$ cat src/rtl/gups_engine.sv
// ============================================================================
// Module   : gups_engine
// Purpose  : Random-access read-modify-write update engine (GUPS kernel).
//            Build macro GUPS_XOR_EN selects the XOR update instead of add.
// Revision : 1.0 - initial release
// ============================================================================
`default_nettype none

module gups_engine #(
    parameter int DATA_W = 64,
    parameter int ADDR_W = 64,
    parameter int LFSR_W = 32,
    parameter int CNT_W  = 32,
    parameter int INC    = 1
) (
    input  logic              clk,
    input  logic              rst,
    input  logic              start,
    input  logic [15:0]       seed,
    input  logic [ADDR_W-1:0] range,
    input  logic [ADDR_W-1:0] base,
    input  logic [CNT_W-1:0]  num_updates,
    output logic [ADDR_W-1:0] addr,
    input  logic [DATA_W-1:0] din,
    output logic [DATA_W-1:0] dout,
    output logic              req,
    output logic              wr,
    input  logic              rdy,
    output logic              busy,
    output logic              done,
    output logic [CNT_W-1:0]  upd_cnt
);

    localparam logic [2:0] c_IDLE = 3'd0;
    localparam logic [2:0] c_GEN  = 3'd1;
    localparam logic [2:0] c_RD   = 3'd2;
    localparam logic [2:0] c_MOD  = 3'd3;
    localparam logic [2:0] c_WR   = 3'd4;
    localparam logic [2:0] c_FIN  = 3'd5;

    localparam logic [LFSR_W-1:0] c_TAPS = LFSR_W'(32'h80200003);

    logic [2:0]        r_state;
    logic [2:0]        w_next;
    logic [LFSR_W-1:0] r_lfsr;
    logic [LFSR_W-1:0] w_lfsr_step;
    logic [LFSR_W-1:0] w_seed;
    logic [ADDR_W-1:0] r_range;
    logic [ADDR_W-1:0] r_base;
    logic [ADDR_W-1:0] r_addr;
    logic [ADDR_W-1:0] w_lfsr_ext;
    logic [CNT_W-1:0]  r_num;
    logic [CNT_W-1:0]  r_cnt;
    logic [DATA_W-1:0] r_rdata;
    logic [DATA_W-1:0] r_dout;
    logic [DATA_W-1:0] w_mod;
    logic              w_last;

    assign w_lfsr_step = r_lfsr[0] ? ((r_lfsr >> 1) ^ c_TAPS) : (r_lfsr >> 1);
    assign w_seed      = (seed == 16'd0) ? LFSR_W'(1) : LFSR_W'(seed);
    assign w_last      = ((r_cnt + CNT_W'(1)) == r_num);

    // Zero-extend (or truncate) the stepped LFSR to the address width.
    generate
        for (genvar gi = 0; gi < ADDR_W; gi++) begin : g_ext
            if (gi < LFSR_W) begin : g_bit
                assign w_lfsr_ext[gi] = w_lfsr_step[gi];
            end else begin : g_zero
                assign w_lfsr_ext[gi] = 1'b0;
            end
        end
    endgenerate

`ifdef GUPS_XOR_EN
    logic [DATA_W-1:0] w_lfsr_rep;

    generate
        for (genvar gj = 0; gj < DATA_W; gj++) begin : g_rep
            assign w_lfsr_rep[gj] = r_lfsr[gj % LFSR_W];
        end
    endgenerate

    assign w_mod = r_rdata ^ w_lfsr_rep;
`else
    assign w_mod = r_rdata + DATA_W'(INC);
`endif

    always_ff @(posedge clk or posedge rst) begin
        if (rst) begin
            r_state <= c_IDLE;
        end else begin
            r_state <= w_next;
        end
    end

    always_comb begin
        w_next = r_state;
        case (r_state)
            c_IDLE: if (start) w_next = c_GEN;
            c_GEN:  w_next = (r_num == '0) ? c_FIN : c_RD;
            c_RD:   if (rdy) w_next = c_MOD;
            c_MOD:  w_next = c_WR;
            c_WR:   if (rdy) w_next = w_last ? c_FIN : c_GEN;
            c_FIN:  w_next = c_IDLE;
            default: w_next = c_IDLE;
        endcase
    end

    always_ff @(posedge clk or posedge rst) begin
        if (rst) begin
            r_lfsr  <= LFSR_W'(1);
            r_range <= '0;
            r_base  <= '0;
            r_num   <= '0;
            r_addr  <= '0;
            r_rdata <= '0;
            r_dout  <= '0;
            r_cnt   <= '0;
        end else begin
            case (r_state)
                c_IDLE: begin
                    if (start) begin
                        r_lfsr  <= w_seed;
                        r_range <= range;
                        r_base  <= base;
                        r_num   <= num_updates;
                        r_cnt   <= '0;
                    end
                end
                c_GEN: begin
                    r_lfsr <= w_lfsr_step;
                    r_addr <= r_base + (w_lfsr_ext & r_range);
                end
                c_RD:  if (rdy) r_rdata <= din;
                c_MOD: r_dout <= w_mod;
                c_WR:  if (rdy) r_cnt <= r_cnt + CNT_W'(1);
                default: ;
            endcase
        end
    end

    // Handshake outputs decode straight from state so reset clears them at once.
    assign addr    = r_addr;
    assign dout    = r_dout;
    assign req     = (r_state == c_RD) || (r_state == c_WR);
    assign wr      = (r_state == c_WR);
    assign busy    = (r_state != c_IDLE);
    assign done    = (r_state == c_FIN);
    assign upd_cnt = r_cnt;

endmodule

`default_nettype wire

$ cat config.mk
export PLATFORM = sky130hd
export DESIGN_NAME = gups_engine
export DESIGN_NICKNAME = d
export VERILOG_FILES = /design/src/rtl/gups_engine.sv
export SDC_FILE = /design/constraint.sdc
export NUM_CORES = 1
export LEC_CHECK = 0
export BUFFER_PORTS_ARGS = -buffer_cell sky130_fd_sc_hd__buf_4
export CAP_MARGIN = 15
export CORE_AREA = 5 5 214 216
export CTS_BUF_LIST = sky130_fd_sc_hd__clkbuf_8
export CTS_CLUSTER_DIAMETER = 150
export DETAILED_ROUTE_END_ITERATION = 8
export DIE_AREA = 0 0 219 221
export PLACE_DENSITY = 0.7
export SLEW_MARGIN = 5
export SYNTH_ARGS = -nofsm -noshare
export SYNTH_HDL_FRONTEND = slang
export SYNTH_SLANG_ARGS = --single-unit
$ cat constraint.sdc
create_clock -name clk -period 13.09 [get_ports clk]
set_input_delay 1.9635 -clock clk [delete_from_list [all_inputs] [get_ports clk]]
set_output_delay 1.9635 -clock clk [all_outputs]
set_load 0.1 [all_outputs]
==> results.md, run 1 <==
- 14 — worst reg2reg path depth
- 2800 — Final nets
- 221 um — overall die height
- 19400 um^2 — summed instance area of the synthesized netlist
- 77 — number of rows created at floorplan
- flip-flops — top cell family by delay on the critical path
- 0.0116 uW — leakage power figure
- 57.3 mm — total routed wirelength
- 22.9% — share of final-layout standard cells stronger than drive strength 1
- 0 — hold bufs inserted after CTS
- clkbuf_8 — cell at the root of the clock tree
- 2 — worst hold path cell count
- 0 — count of max-cap constraint violations
- 0 ns — final-layout setup total negative slack
- 2.04 ns — Worst Path Arrival
- 0 — Yosys warnings
- 9.09 ns — post-layout worst setup margin
- r_lfsr[0] — startpoint of the worst-slack reg-to-reg timing path
- 74 — count of distinct cell types in the synthesized netlist
- 24.6% — Layout Area Growth over Synthesis
- 8.28 ns — Placement Setup Slack
- dfrtp_1 — Slowest cell on crit path
- 0 — DRC
- 3 — H-tree level count
- 0 — number of pins exceeding their max-slew limit in the final report
- 3 — buffers from clock root to sink, at most
- 11.13 ns — data required time at the worst endpoint
- 49.7% — area share of the leading cell type in the synthesized netlist
- 2442 — post-synthesis net count
- 8.98 um^2 — synthesized area divided by synthesized cell count
- 0 — leftover overflow at the end of global routing
- 168 — largest net degree at the start of global routing
- 30.2% — normalized max-slew margin
- 30.5% — period utilization
- 55.3% — fraction of the core area covered by cells at the end of the flow
- 18.1 um — Routed WL per cell
- 48400 um^2 — Die Area
- 43700 um^2 — area of the core
- 0.62 ns — source-to-sink clock delay at the later pin of the worst-skew pair
- 49.9% — post-synthesis sequential area ratio
- 0 — Post-synth EDFFs
- 0.59 ns — slowest stage delay, CP
- complete, no violations — status
- 408 — number of top-level pins
- r_range[1] — hold path startpoint
- 0.907 — GP Congestion
- 9.26 ns — register-to-register setup slack
- r_range[1] — Endpoint, Worst Hold
- 10 — number of antenna violations at the first check in global routing
- 91.1 mm — global-route wire length before repair
- 0.0329 ns — worst clock skew on the final layout
- nor3_1 > inv_1 > buf_4 — sequence of cells on the critical path
- dfrtp_1 — post-synth top area cell
- 41.2 mm — Post-DP HPWL
- 0.250 GHz — maximum frequency from static timing analysis
- 4.00 ns — shortest period the worst path allows
- 23.3% — GRT Total Usage
- 2 — worst path bufs/invs
- 273 nW/um^2 — power density of the placed cells
- 3 — instance count on the critical path
- 70 — number of CTS-inserted buffers
- 331 uV — worst vdd ir
- 0 — final setup vio count
- no — unrepaired setup endpoints after global routing
- 16694 — vias in the first global route
- 14 — Crit Path Max Fanout
- 0 — count of endpoints failing hold in the final timing report
- 375 — count of input and output buffers
- 44.4% — initial core utilization
- dfrtp_1 — main flop type after synthesis
- 0 — setup fix buffers added after clock tree synthesis
- 387 — flop and latch count out of synthesis
- 5 — first-pass detailed-route iteration total
- reg -> reg — type of the most critical hold path
- flip-flop — startpoint types
- 2163 — gate count after technology mapping
- 387 — clock sink total
- 219 um — horizontal die dimension
- 16719 — total number of vias
- 100% — async set-reset flop share out of synthesis
- reg -> out — WS Path Type
- yes — TritonCTS clock tree
- 0.06 ns — clock slew at the register clock pins of the worst setup and hold paths
- 1.05 ns — Worst Max-Slew Pin Slew
- 0 — PostCTS Resize Cnt
- dfrtp_1, nand2_1, o21ai_0, xnor2_1, xor2_1 — top cells by area, synth
- 0 — Routed Antenna Nets
- 1345 — starting DRC count in detailed routing
- addr[60] — end of the worst register-to-register path
- output port — nature of the critical path endpoint
- 5.28 — via-per-instance ratio
## final cells by class
class,count,area [um^2]
well taps,592,741
fillers,4012,19600
clock inverters,29,135
repair buffers,387,2960
inverters,22,90.1
diodes,4,10.0
multi-input cells,1653,9300
clock buffers,92,1270
flip-flops and latches,387,9690
## metal layers
metal | wire length [um] | GRT usage, % | vias up
met1 | 24300 | 30.9 | 8036
met5 | 76 | 0 | -
met4 | 1770 | 8.23 | 12
met2 | 25800 | 35.6 | 533
li1 | - | - | 8027
met3 | 5420 | 8.23 | 111
## cells in the mapped netlist, drive strengths merged, types with 5 or more instances
library cell / count
or3: 7
nand2: 671
dfrtp: 386
mux2: 63
inv: 22
o31ai: 17
a21oi: 58
and3: 31
nor2: 83
xor2: 82
and2: 43
buf: 9
nand4: 31
nand2b: 8
nor3: 30
nand3: 75
or2: 5
clkbuf: 92
nor4: 23
a22oi: 15
ha: 34
a31oi: 12
nor2b: 8
a21o: 14
xnor2: 90
o211ai: 11
o21ai: 193
## metrics by stage
stage / cell area (um^2) / hold WS (ns) / power, uW / cells
2_1_floorplan: 19400 / 0.437 / 4620 / 2163
3_3_place_gp: 22700 / 0.451 / 5380 / 3039
3_5_place_dp: 22700 / 0.454 / 5460 / 3039
4_1_cts: 24100 / 0.470 / 6630 / 3160
5_1_grt: 24200 / 0.493 / 7010 / 3165
6_report: 24200 / 0.466 / 6600 / 3166
## report_power, final
| part | internal [uW] | switching (uW) |
|---|---|---|
| combinational | 912 | 2360 |
| sequential | 1710 | 468 |
| clock | 627 | 519 |
| total | 3250 | 3350 |
## layout by cell type, fill, tap and decap left out, types with 15 or more instances in the layout
cell	Yosys	layout
a22oi_1	15	15
o31ai_1	17	17
and2_1	42	41
nand4_1	29	29
xor2_1	82	82
dfrtp_1	386	386
ha_1	34	34
clkbuf_8	0	92
nor3_1	28	28
o21ai_0	190	190
buf_4	0	384
a21oi_1	58	58
inv_1	21	37
nand2_1	669	667
and3_1	30	30
nor4_1	21	21
nor2_1	79	78
mux2_2	63	63
xnor2_1	90	90
nand3_1	72	72
## cells by family (layout without fill, tap and decap cells)
| logic type | count (synthesis) | after routing | synth area share (%) |
|---|---|---|---|
| flops | 387 | 387 | 49.9 |
| mux | 65 | 65 | 3.76 |
| buf+inv | 123 | 530 | 2.42 |
| compound gates | 351 | 351 | 10.4 |
| other cells | 0 | 4 | 0 |
| xor+xnor | 172 | 172 | 7.76 |
| fa+ha+maj | 35 | 35 | 2.29 |
| simple gates | 1030 | 1030 | 23.5 |
## registers in the layout, indices dropped and copies added (netlist names)
register	count
addr	64
r_rdata	64
dout	64
r_state	3
r_lfsr	32
r_base	64
r_num	32
r_range	32
upd_cnt	32
## worst reg2reg max path, cell delays in order (launching register included)
cell	delay (ns)
dfstp_2	0.62
xor2_1	0.15
and2_1	0.13
ha_1	0.20
fa_1	0.23
a21o_1	0.17
a31oi_1	0.15
nor4_1	0.45
o211ai_1	0.28
a21oi_1	0.30
o211ai_1	0.13
buf_4	0.21
nor4b_1	0.40
xnor2_1	0.16
o21ai_0	0.08
## how the worst max path moves through the flow
stage	start	to	slack [ns]
after floorplan	rst	addr[0]	0.37
after global placement	rst	r_num[20]	8.36
after detailed placement	rst	r_num[20]	8.28
after CTS	rst	r_range[11]	8.96
after global routing	rst	upd_cnt[28]	8.88
final	r_state[1]	busy	9.09
Note: power is estimated with default switching activity, not from simulation.
==> run 2: changes to the inputs <==
Clock period 13.09 ns to 3.3 ns, I/O delays scaled along.
==> results.md, run 2 (same netlist as run 1, synthesis figures left out) <==
- 28.4% — Layout Area Growth over Synthesis
- 1060 nW/um^2 — power density of the placed cells
- 117 — largest net degree at the start of global routing
- 7 — first-pass detailed-route iteration total
- r_base[51] — Endpoint, Worst Hold
- 9510 um^2 — area used by multi-input combinational logic
- 23.8% — GRT Total Usage
- 219 um — horizontal die dimension
- xor2_1 > and2_1 > ha_2 > fa_2 > a21o_1 > a31oi_4 > nor4_4 > o211ai_1 > buf_4 > a21oi_4 > o211ai_1 > buf_4 > buf_4 > nor3_2 > xnor2_1 > o21ai_0 — sequence of cells on the critical path
- 13400 uW — switching power
- 3 — H-tree level count
- 48400 um^2 — Die Area
- 0.06 ns — clock slew at the register clock pins of the worst setup and hold paths
- 42.9 mm — Post-DP HPWL
- addr[62] — end of the worst register-to-register path
- 50.5% — Sw Share
- 0.935 — GP Congestion
- dfstp_2 — Slowest cell on crit path
- 16 — number of antenna violations at the first check in global routing
- 18.1 um — Routed WL per cell
- 7 — Crit Path Max Fanout
- complete, no violations — status
- 17527 — vias in the first global route
- 17052 — total number of vias
- 69 — number of CTS-inserted buffers
- 16 — worst reg2reg path depth
- 44.4% — initial core utilization
- yes — unrepaired setup endpoints after global routing
- 387 — clock sink total
- nand2_1, buf_4, dfrtp_1 — most frequent cells in the layout
- 0 — DRC
- 3941 — Layout fillers
- 0.57 ns — slowest stage delay, CP
- 2858 — Final nets
- 43700 um^2 — area of the core
- 93.6 mm — global-route wire length before repair
- 0 ns — final-layout setup total negative slack
- 0 — count of endpoints failing hold in the final timing report
- yes — TritonCTS clock tree
- 3.78 ns — Worst Path Arrival
- 0 — final setup vio count
- 0.0230 ns — worst clock skew on the final layout
- 1208 — starting DRC count in detailed routing
- 99.6% — period utilization
- 50.3% — combinational power share
- 0.758 ns — Worst Max-Slew Pin Slew
- 0.0642 ns — final-layout worst hold slack
- 26500 uW — overall power after layout
- 3.29 ns — shortest period the worst path allows
- 58.4 mm — total routed wirelength
- buf_4 — Most Frequent Cell on Critical Path
- 3.79 ns — data required time at the worst endpoint
- 13100 uW — internal power of the cells
- 221 um — overall die height
- 0.304 GHz — maximum frequency from static timing analysis
- clkbuf_8 — cell at the root of the clock tree
- nand2_1 — most common cell after layout, fill and taps aside
- flip-flop — nature of the critical path endpoint
- 3 — buffers from clock root to sink, at most
- 77 — number of rows created at floorplan
- 32.7% — sequential power share
- 0 — number of pins exceeding their max-slew limit in the final report
- 0.62 ns — source-to-sink clock delay at the later pin of the worst-skew pair
- 5.28 — via-per-instance ratio
- 408 — number of top-level pins
- base[51] — hold path startpoint
- 3229 — Final Non-Filler Cells
- 375 — count of input and output buffers
- flip-flop — startpoint types
- reg -> reg — WS Path Type
- r_lfsr[0] — startpoint of the worst-slack reg-to-reg timing path
- 57.0% — fraction of the core area covered by cells at the end of the flow
- 0.01 ns — register-to-register setup slack
- 0 — leftover overflow at the end of global routing
- 880 uV — worst vdd ir
- 0 — Routed Antenna Nets
- 9690 um^2 — total area of sequential cells
- 0 — count of max-cap constraint violations
- 3 — worst hold path cell count
- 17.0% — share of total power in the clock network
- 0.0121 uW — leakage power figure
- 25.3% — share of final-layout standard cells stronger than drive strength 1
- in -> reg — type of the most critical hold path
- 49.5% — normalized max-slew margin
- 3088 — Placed Instances
## run 2: layout make-up
type | count | area share (%)
inverter | 22 | 0.346
antenna | 10 | 0.100
multi-input combinational | 1653 | 38.1
clock inverter | 26 | 0.472
clock buffer | 93 | 5.13
tap | 592 | 2.97
sequential | 387 | 38.8
timing repair buffer | 446 | 14.0
## run 2: per-stage QoR
| stage | worst slack [ns] | cell area [um^2] |
|---|---|---|
| 2_1_floorplan | -2.40 | 19400 |
| 3_3_place_gp | -0.0671 | 23200 |
| 3_5_place_dp | -0.147 | 23200 |
| 4_1_cts | 0.000659 | 24700 |
| 5_1_grt | -0.139 | 24900 |
| 6_report | 0.0125 | 24900 |
## run 2: worst max-delay path: cells and delay by family, from the launching register on
kind	cells	cell delay, ns
adders and majority gates	2	0.40
DFF	1	0.57
AOI/OAI and AO/OA	6	0.74
xor gates and xnor gates	2	0.31
and+or+nand+nor	3	0.61
buffers and inverters	3	0.53
## run 2: routing by layer
layer  track usage (%)  wire (um)  vias to the layer above
li1                  -          -                     8143
met1              30.6      24100                     8202
met2              37.5      27300                      574
met3              8.27       5300                      123
met4              8.37       1670                       10
met5                 0         51                        -
## run 2: how the worst max path moves through the flow
stage	startpoint	endpoint	slack, ns
finish	r_lfsr[0]	addr[62]	0.01
global route	r_lfsr[0]	addr[56]	-0.14
CTS	r_lfsr[0]	addr[55]	0.0007
detailed placement	r_lfsr[0]	addr[48]	-0.15
global placement	r_lfsr[0]	addr[30]	-0.07
floorplan	rst	addr[0]	-2.40
## run 2: power groups by stage
| stage | sequential (uW) | clock, uW | combinational [uW] |
|---|---|---|---|
| 2_1_floorplan | 13000 | 0 | 5370 |
| 3_3_place_gp | 8590 | 0 | 13000 |
| 3_5_place_dp | 8670 | 0 | 13200 |
| 4_1_cts | 8630 | 4650 | 13300 |
| 5_1_grt | 8920 | 4860 | 14400 |
| 6_report | 8660 | 4510 | 13300 |
## run 2: what timing repair did
| action | 4_1_cts | 5_1_grt |
|---|---|---|
| setup buffers | 2 | 4 |
| cloned | 0 | 0 |
| resized for setup | 9 | 34 |
| hold buffers | 6 | 0 |
| pin swaps | 4 | 29 |
| hold endpoints to repair | 23 | 0 |
| setup endpoints to repair | 18 | 34 |
